==> config.mk <==
export PLATFORM = sky130hd
export DESIGN_NAME = ef_tcc32_sched
export DESIGN_NICKNAME = d
export VERILOG_FILES = /design/src/rtl/ef_tcc32_sched.sv
export SDC_FILE = /design/constraint.sdc
export NUM_CORES = 1
export LEC_CHECK = 0
export CAP_MARGIN = 20
export CELL_PAD_IN_SITES_DETAIL_PLACEMENT = 0
export CELL_PAD_IN_SITES_GLOBAL_PLACEMENT = 2
export CORE_MARGIN = 2
export CORE_UTILIZATION = 33
export DETAILED_ROUTE_END_ITERATION = 8
export GPL_TIMING_DRIVEN = 0
export PLACE_DENSITY = 0.88
export SLEW_MARGIN = 30
export SYNTH_ARGS = -nofsm -noshare
export SYNTH_HDL_FRONTEND = slang
export SYNTH_SLANG_ARGS = --single-unit
export TNS_END_PERCENT = 1
==> constraint.sdc <==
create_clock -name PCLK -period 10 [get_ports PCLK]
set_clock_uncertainty 0.1 [all_clocks]
set_input_delay 2 -clock PCLK [delete_from_list [all_inputs] [get_ports PCLK]]
set_output_delay 2 -clock PCLK [all_outputs]
set_load 0.02 [all_outputs]
==> src/rtl/ef_tcc32_sched.sv <==
// ef_tcc32_sched: shares one EF_TCC32 one-shot timer among NREQ requesters.
// Requests are granted round-robin. Each grant runs an APB write sequence that
// arms the timer, waits for it to expire, then clears and stops it before
// pulsing done for the owner.
// Build macro EF_TCC32_SCHED_IRQ_EN: unmasks the timeout interrupt and waits on
// irq instead of polling RIS over the bus.
module ef_tcc32_sched #(
  parameter int unsigned NREQ             = 4,
  parameter logic [31:0] CONTROL_REG_ADDR = 32'h08,
  parameter logic [31:0] PERIOD_REG_ADDR  = 32'h04,
  parameter logic [31:0] RIS_REG_ADDR     = 32'hFF08,
  parameter logic [31:0] IM_REG_ADDR      = 32'hFF00,
  parameter logic [31:0] ICR_REG_ADDR     = 32'hFF0C,
  parameter logic [31:0] CTRL_GO          = 32'h0000_000B
) (
  input  logic                 PCLK,
  input  logic                 PRESETn,
  input  logic [NREQ-1:0]      req,
  input  logic [32*NREQ-1:0]   period,
  output logic [NREQ-1:0]      grant,
  output logic [NREQ-1:0]      done,
  output logic                 busy,
  output logic [31:0]          PADDR,
  output logic                 PSEL,
  output logic                 PENABLE,
  output logic                 PWRITE,
  output logic [31:0]          PWDATA,
  input  logic [31:0]          PRDATA,
  input  logic                 PREADY,
  input  logic                 irq
);

  localparam int unsigned     IW       = (NREQ > 1) ? $clog2(NREQ) : 1;
  localparam logic [IW-1:0]   LAST_IDX = IW'(NREQ - 1);

  typedef enum logic [3:0] {
    IDLE,
    ARB,
    W_OFF,
    W_PER,
    W_CLR,
`ifdef EF_TCC32_SCHED_IRQ_EN
    W_IM,
`endif
    W_GO,
    WAIT_TO,
    W_ACK,
    W_STOP,
    DONE
  } state_t;

  // Position inside the current APB transfer; PH_IDLE doubles as the
  // mandatory bus-idle gap between consecutive transfers.
  typedef enum logic [1:0] {
    PH_IDLE,
    PH_SETUP,
    PH_ACCESS
  } phase_t;

  state_t          state;
  state_t          after;
  phase_t          phase;
  logic [IW-1:0]   rr_ptr;
  logic [IW-1:0]   arb_idx;
  logic [IW-1:0]   cand_idx;
  logic            arb_hit;
  logic [NREQ-1:0] arb_oh;
  logic [31:0]     arb_per;
  logic [31:0]     per_q;
  logic [31:0]     bus_addr;
  logic [31:0]     bus_data;
  logic            bus_write;
  logic            is_bus;
  int unsigned     cand;
  logic [31:0]     per_arr [NREQ];
  logic            unused_inputs;

`ifdef EF_TCC32_SCHED_IRQ_EN
  assign unused_inputs = ^PRDATA;
`else
  assign unused_inputs = ^{PRDATA[31:1], irq};
`endif

  for (genvar g = 0; g < NREQ; g++) begin : g_slice
    assign per_arr[g] = period[32*g +: 32];
  end

  // Round-robin search: first active request at or after rr_ptr, wrapping.
  always_comb begin
    arb_hit  = 1'b0;
    arb_idx  = '0;
    arb_oh   = '0;
    arb_per  = '0;
    cand     = 0;
    cand_idx = '0;
    for (int unsigned i = 0; i < NREQ; i++) begin
      cand = 32'(rr_ptr) + i;
      if (cand >= NREQ) begin
        cand = cand - NREQ;
      end
      cand_idx = cand[IW-1:0];
      if (!arb_hit && req[cand_idx]) begin
        arb_hit          = 1'b1;
        arb_idx          = cand_idx;
        arb_oh[cand_idx] = 1'b1;
        arb_per          = per_arr[cand_idx];
      end
    end
  end

  // Per-state APB transfer contents and the state reached once it completes.
  always_comb begin
    is_bus    = 1'b1;
    bus_addr  = '0;
    bus_data  = '0;
    bus_write = 1'b1;
    after     = IDLE;
    case (state)
      W_OFF: begin
        bus_addr = CONTROL_REG_ADDR;
        after    = W_PER;
      end
      W_PER: begin
        bus_addr = PERIOD_REG_ADDR;
        bus_data = per_q;
        after    = W_CLR;
      end
      W_CLR: begin
        bus_addr = ICR_REG_ADDR;
        bus_data = 32'h7;
`ifdef EF_TCC32_SCHED_IRQ_EN
        after    = W_IM;
`else
        after    = W_GO;
`endif
      end
`ifdef EF_TCC32_SCHED_IRQ_EN
      W_IM: begin
        bus_addr = IM_REG_ADDR;
        bus_data = 32'h1;
        after    = W_GO;
      end
`endif
      W_GO: begin
        bus_addr = CONTROL_REG_ADDR;
        bus_data = CTRL_GO;
        after    = WAIT_TO;
      end
      WAIT_TO: begin
`ifdef EF_TCC32_SCHED_IRQ_EN
        is_bus    = 1'b0;
`else
        bus_addr  = RIS_REG_ADDR;
        bus_write = 1'b0;
`endif
        after     = W_ACK;
      end
      W_ACK: begin
        bus_addr = ICR_REG_ADDR;
        bus_data = 32'h1;
        after    = W_STOP;
      end
      W_STOP: begin
        bus_addr = CONTROL_REG_ADDR;
        after    = DONE;
      end
      default: begin
        is_bus = 1'b0;
      end
    endcase
  end

  // Scheduler FSM with registered grant/done/busy and APB master outputs.
  always_ff @(posedge PCLK or negedge PRESETn) begin
    if (!PRESETn) begin
      state   <= IDLE;
      phase   <= PH_IDLE;
      rr_ptr  <= '0;
      per_q   <= '0;
      grant   <= '0;
      done    <= '0;
      busy    <= 1'b0;
      PSEL    <= 1'b0;
      PENABLE <= 1'b0;
      PWRITE  <= 1'b0;
      PADDR   <= '0;
      PWDATA  <= '0;
    end else begin
      done <= '0;
      case (state)
        IDLE: begin
          if (|req) begin
            state <= ARB;
          end
        end
        ARB: begin
          if (arb_hit) begin
            grant  <= arb_oh;
            busy   <= 1'b1;
            per_q  <= arb_per;
            rr_ptr <= (arb_idx == LAST_IDX) ? '0 : arb_idx + 1'b1;
            state  <= (arb_per == '0) ? DONE : W_OFF;
          end else begin
            state <= IDLE;
          end
        end
        DONE: begin
          done  <= grant;
          grant <= '0;
          busy  <= 1'b0;
          phase <= PH_IDLE;
          state <= IDLE;
        end
        default: begin
          if (is_bus) begin
            case (phase)
              PH_IDLE: begin
                PSEL    <= 1'b1;
                PENABLE <= 1'b0;
                PADDR   <= bus_addr;
                PWDATA  <= bus_data;
                PWRITE  <= bus_write;
                phase   <= PH_SETUP;
              end
              PH_SETUP: begin
                PENABLE <= 1'b1;
                phase   <= PH_ACCESS;
              end
              PH_ACCESS: begin
                if (PREADY) begin
                  PSEL    <= 1'b0;
                  PENABLE <= 1'b0;
                  phase   <= PH_IDLE;
`ifdef EF_TCC32_SCHED_IRQ_EN
                  state   <= after;
`else
                  // A RIS read that still shows no timeout re-polls from the same state.
                  if (state != WAIT_TO || PRDATA[0]) begin
                    state <= after;
                  end
`endif
                end
              end
              default: begin
                phase <= PH_IDLE;
              end
            endcase
`ifdef EF_TCC32_SCHED_IRQ_EN
          end else if (irq) begin
            state <= after;
          end
`else
          end else begin
            state <= IDLE;
          end
`endif
        end
      endcase
    end
  end

endmodule

After elaboration in Yosys (flattened, before gate mapping)
Cells that the tools add are included.
{"block": "totals", "reg_bits": 116, "in_bits": 168, "output_inout_bits": 76, "elab_cells": 170}
{"block": "classes", "addsub": 8, "magnitude_cmp": 16, "n_eq_ne": 20, "muxes": 74, "bitwise_logic": 9, "reduce_logical": 31}
{"op": "$mux W32", "n": 12}
{"op": "$bmux W32 S2", "n": 4}
{"op": "$pmux W32 S4", "n": 1}
{"op": "$pmux W16 S4", "n": 1}
{"op": "$mux W4", "n": 13}
{"op": "$logic_not A32 Y1", "n": 1}
{"op": "$pmux W4 S7", "n": 1}
{"op": "$mux W2", "n": 11}
{"op": "$ge A3 B3 Y1 const B", "n": 7}
{"op": "$eq A4 B3 Y1 const B", "n": 4}
{"op": "$mux W1", "n": 16}
{"op": "$lt A2 B3 Y1 const B", "n": 4}
{"op": "$not A2 Y3", "n": 4}
{"op": "$or A4 B4 Y4", "n": 3}
{"op": "$pmux W4 S3", "n": 1}
{"op": "$reduce_and A4 Y1", "n": 3}
{"op": "$ne A5 B1 Y1 const B", "n": 2}
{"op": "$bmux W1 S2", "n": 4}
{"op": "$demux W1 S2", "n": 4}
{"op": "$eq A4 B2 Y1 const B", "n": 2}
{"op": "$eq A4 B4 Y1 const B", "n": 2}
{"op": "$ge A2 B1 Y1 const B", "n": 4}
{"op": "$pmux W4 S2", "n": 1}
{"op": "$sub A2 B1 Y2 const B", "n": 4}
{"op": "29 further kinds", "n": 49}

Depth between registers and ports, before layout
{"block": "depth", "depth_word": 18, "ltp_mapped": 20, "depth_no_buf": 10}

Worst setup path before layout
OpenSTA, ideal clock, no wires.
{"block": "synth_timing", "path_type": "flip-flop to flip-flop", "startpoint": "register (tool-made name)", "endpoint": "register state[0]", "setup_ns": 0.082, "t_arrival_ns": 4.349, "required_time_ns": 9.818, "path_slack_ns": 5.470, "stages_incl_launch_ff": 20, "path_buffers": 9, "synth_period_minus_slack_ns": 4.530, "cell_sequence": "dfrtp_1 > buf_6 > buf_12 > buf_12 > buf_12 > buf_2 > buf_2 > inv_1 > ha_1 > buf_2 > buf_1 > buf_2 > mux4_2 > a21oi_1 > a2bb2oi_1 > nor4_1 > nand4_1 > nor4_2 > nand4_1 > a31oi_1"}
{"item": "end signal, assigned", "line_no": "202", "rtl": "state <= (arb_per == '0) ? DONE : W_OFF;"}
{"item": "end signal, assigned", "line_no": "239", "rtl": "state <= after;"}
{"item": "end, declared", "line_no": "60", "rtl": "state_t state;"}

Final worst setup path
{"block": "layout_timing", "startpoint": "register rr_ptr[1]", "endpoint": "register state[0]"}
{"block": "layout_via", "elab_chain_cells": 18, "word_cells_on_any_way": 57, "classes_between": "add/sub: 7; order compare: 4; mux: 35; bitwise: 4; reduce/logical: 7"}
{"item": "start, declared", "line_no": "63", "rtl": "logic [IW-1:0] rr_ptr;"}
{"item": "start signal, assigned", "line_no": "201", "rtl": "rr_ptr <= (arb_idx == LAST_IDX) ? '0 : arb_idx + 1'b1;"}
{"item": "parallel branches: the longest is 16 deep, another holds $add A2 B1 Y3"}
{"item": "$mux W4 *", "line_no": "197", "rtl": "if (arb_hit) begin"}
{"item": "$pmux W4 S3 *", "line_no": "190", "rtl": "case (state)"}
Every way passes the cells marked *. The select of a mux whose other input is x is not followed.
A chain may end at the register's enable or synchronous reset.

==> flow_summary.json <==
{
  "status": "finished, final reports clean",
  "critical-path-slowest-cell": "buf_1",
  "placement.cell_area_um2": 11000,
  "die_area_um2": 27400,
  "drt.antenna.violating_nets": 0,
  "post_placement_cell_count": 1374,
  "wire_length_of_the_first_global_routing_pass_mm": 48.3,
  "placement.io_buffers": 189,
  "power.density_nw_per_um2": 343,
  "groute.usage.overall": 0.236,
  "worst-slew-pin-transition_ns": 0.916,
  "vias_per_cell": 5.93,
  "most_used_standard_cell_by_instance_count_after_synthesis": "nand2_1",
  "yosysSeqAreaShare": 0.253,
  "cts_hold_repair.buffers": 0,
  "number_of_instances_resized_during_post_cts_repair": 0,
  "yosys_warnings": 0,
  "cellLeakagePower_nw": 4.20,
  "vias": 8230,
  "final-setup-viol-count": 0,
  "critical_path_class": "reg2reg",
  "cts_made_buffers": 9,
  "synthDominantCellAreaShare": 0.345,
  "first_global_vias": 7961,
  "instances_no_fill": 1389,
  "h-tree-depth": 3,
  "hold-worst-slack_ns": 0.376,
  "report.final.slew_viol_count": 0,
  "worst_ir_drop_vdd_v": 0.000156,
  "post_synth_num_cell_types": 59,
  "synth_top_area_cell": "mux4_2",
  "initial_utilization": 0.333,
  "crit_chain": "buf_2 -> buf_1 -> clkbuf_1 -> inv_1 -> ha_1 -> buf_2 -> buf_2 -> buf_2 -> buf_1 -> buf_2 -> mux4_2 -> a32oi_1 -> nand2_1 -> nor4_1 -> nand4_1 -> a31oi_1",
  "path_clk_slew_ns": 0.06,
  "crit_arrival_ns": 6.58,
  "core_area_um2": 25800,
  "route.detailed.drc": 0,
  "finish.instance_area_um2": 11300,
  "critPathTopFamily": "buffers and inverters",
  "synth_enable_flop_cells": 0,
  "finish.utilization": 0.438,
  "fillers": 2473,
  "syn_to_final_growth_pct": 31.3,
  "cts_tree": "done",
  "wirelength_mm": 32.0,
  "ys_ff_latch": 87,
  "worst-path-max-fanout": 10,
  "routed_wire_per_std_cell_um": 23.1,
  "max_clock_freq_mhz": 156,
  "cp.required_ns": 10.16,
  "finalHoldViolations": 0,
  "overflow": 0,
  "initial_antenna_violation_count": 0,
  "netlist_top_cells_area": "mux4_2 35%, dfrtp_1 25%, nand2_1 6.1%",
  "clockRootBuffer": "clkbuf_16",
  "final.period_utilization": 0.642,
  "io-pin-count": 244,
  "hold_path.class": "reg2reg",
  "clock_insertion_delay_worst_skew_ns": 0.33,
  "netlist_area_um2": 8610,
  "gpl.final_weighted_congestion": 0.953,
  "clk_path_buf_depth": 2,
  "fin_crit_ns": 6.42,
  "rsz_0062_raised_after_global_routing": "false",
  "kind_of_start_point_of_the_critical_path": "flip-flop",
  "num_antenna_cells": 0,
  "post-cts-setup-buffers": 0,
  "std_cell_rows": 59,
  "drv.max_cap_violation_count": 0,
  "synth.avg_cell_area_um2": 10.4,
  "floorplan.die.height_um": 166,
  "num-nets-final": 1222,
  "die-width_um": 166,
  "rrSetupSlack_ns": 3.58,
  "syn_inst": 828,
  "final.setup.tns_ns": 0,
  "critical_path.endpoint_type": "flip-flop",
  "slew_headroom": 0.387,
  "drtIter0Drc": 716,
  "path_common_cell": "buf_2",
  "grt_start_max_net_pins": 61,
  "detailedPlacementHpwl_mm": 25.0,
  "postSynth.asyncResetShare": 1.00,
  "cell_types_with_the_highest_counts_after_synthesis": "140 x nand2_1, 132 x mux4_2, 87 x dfrtp_1",
  "yosys_most_used_dff": "dfrtp_1",
  "cts_num_sinks": 87,
  "layout_cells_sized_above_1": 0.213,
  "crit_path_max_incr_delay_ns": 0.68,
  "pre_antenna_drt_iters": 5,
  "path_buf_inv": 9
}
worst reg2reg max path, cell delays in order, from the launching register on:
cell and delay, ns:
dfrtp_1 0.39, buf_2 0.27, buf_1 0.62, clkbuf_1 0.62, inv_1 0.18, ha_1 0.33
buf_2 0.18, buf_2 0.38, buf_2 0.42, buf_1 0.69, buf_2 0.41, mux4_2 0.34
a32oi_1 0.45, nand2_1 0.11, nor4_1 0.43, nand4_1 0.21, a31oi_1 0.20
registers in the layout (all words and copies together), names as in the netlist, named ones only:
register  cells
state         4
grant         4
PWDATA       32
busy          1
PSEL          1
PADDR         3
per_q        32
PWRITE        1
done          4
phase         2
rr_ptr        1
PENABLE       1
layer usage:
metal,GRT usage,share of wire,up-vias
li1,-,-,3626
met1,0.318,0.40,3991
met2,0.373,0.46,555
met3,0.0639,0.11,58
met4,0.0701,0.024,0
met5,0,0,-
per-stage QoR:
stage          power (mW)  worst slack (ns)
5_1_grt              4.12              3.26
3_3_place_gp         3.52              3.72
3_5_place_dp         3.54              3.66
2_1_floorplan        2.58              5.47
4_1_cts              3.85              3.63
6_report             3.88              3.58
cell families (layout without fill, tap and decap cells):
family,count (synthesis),after routing,share of synthesized area
mux,145,145,0.361
buf+inv,121,326,0.0786
compound gates,194,194,0.142
other cells,1,22,0.000435
flops,87,87,0.253
fa+ha+maj,4,4,0.00581
simple gates,274,274,0.157
xor+xnor,2,2,0.00203
layout make-up:
cell class | count | area [um^2] | area share
tap | 335 | 419 | 0.0371
multi-input combinational | 641 | 5850 | 0.517
timing repair buffer | 190 | 1920 | 0.170
clock inverter | 3 | 20.0 | 0.00177
sequential | 87 | 2180 | 0.193
buffer | 115 | 656 | 0.0580
clock buffer | 12 | 246 | 0.0218
inverter | 6 | 22.5 | 0.00199
cells in the final DEF, fill, tap and decap left out, types with 9 or more instances in the layout:
master	n
buf_4	31
nor2_1	32
a211oi_1	12
clkbuf_16	9
clkdlybuf4s50_1	188
a31oi_1	9
nor2b_1	14
clkbuf_1	52
buf_2	22
a21oi_1	32
nand3_1	12
o21ai_0	77
nand2_1	140
nand3b_1	21
conb_1	22
dfrtp_1	87
mux4_2	132
where the power goes:
group	internal (mW)	total (mW)	switching [mW]
Clock	0.173	0.303	0.129
Combinational	1.29	2.98	1.69
Sequential	0.504	0.600	0.0966
Total	1.97	3.88	1.91
path summary, 6_finish.rpt:
check	start	end	cells after the start
max	rr_ptr[1]	state[0]	16
min	PWDATA[30]	PWDATA[30]	2
max reg2reg	rr_ptr[1]	state[0]	16
min reg2reg	PWDATA[30]	PWDATA[30]	2
max in group asynchronous	PRESETn	per_q[16]	2
min in group asynchronous	PRESETn	PWDATA[20]	1
(Power assumes the default switching activity.)
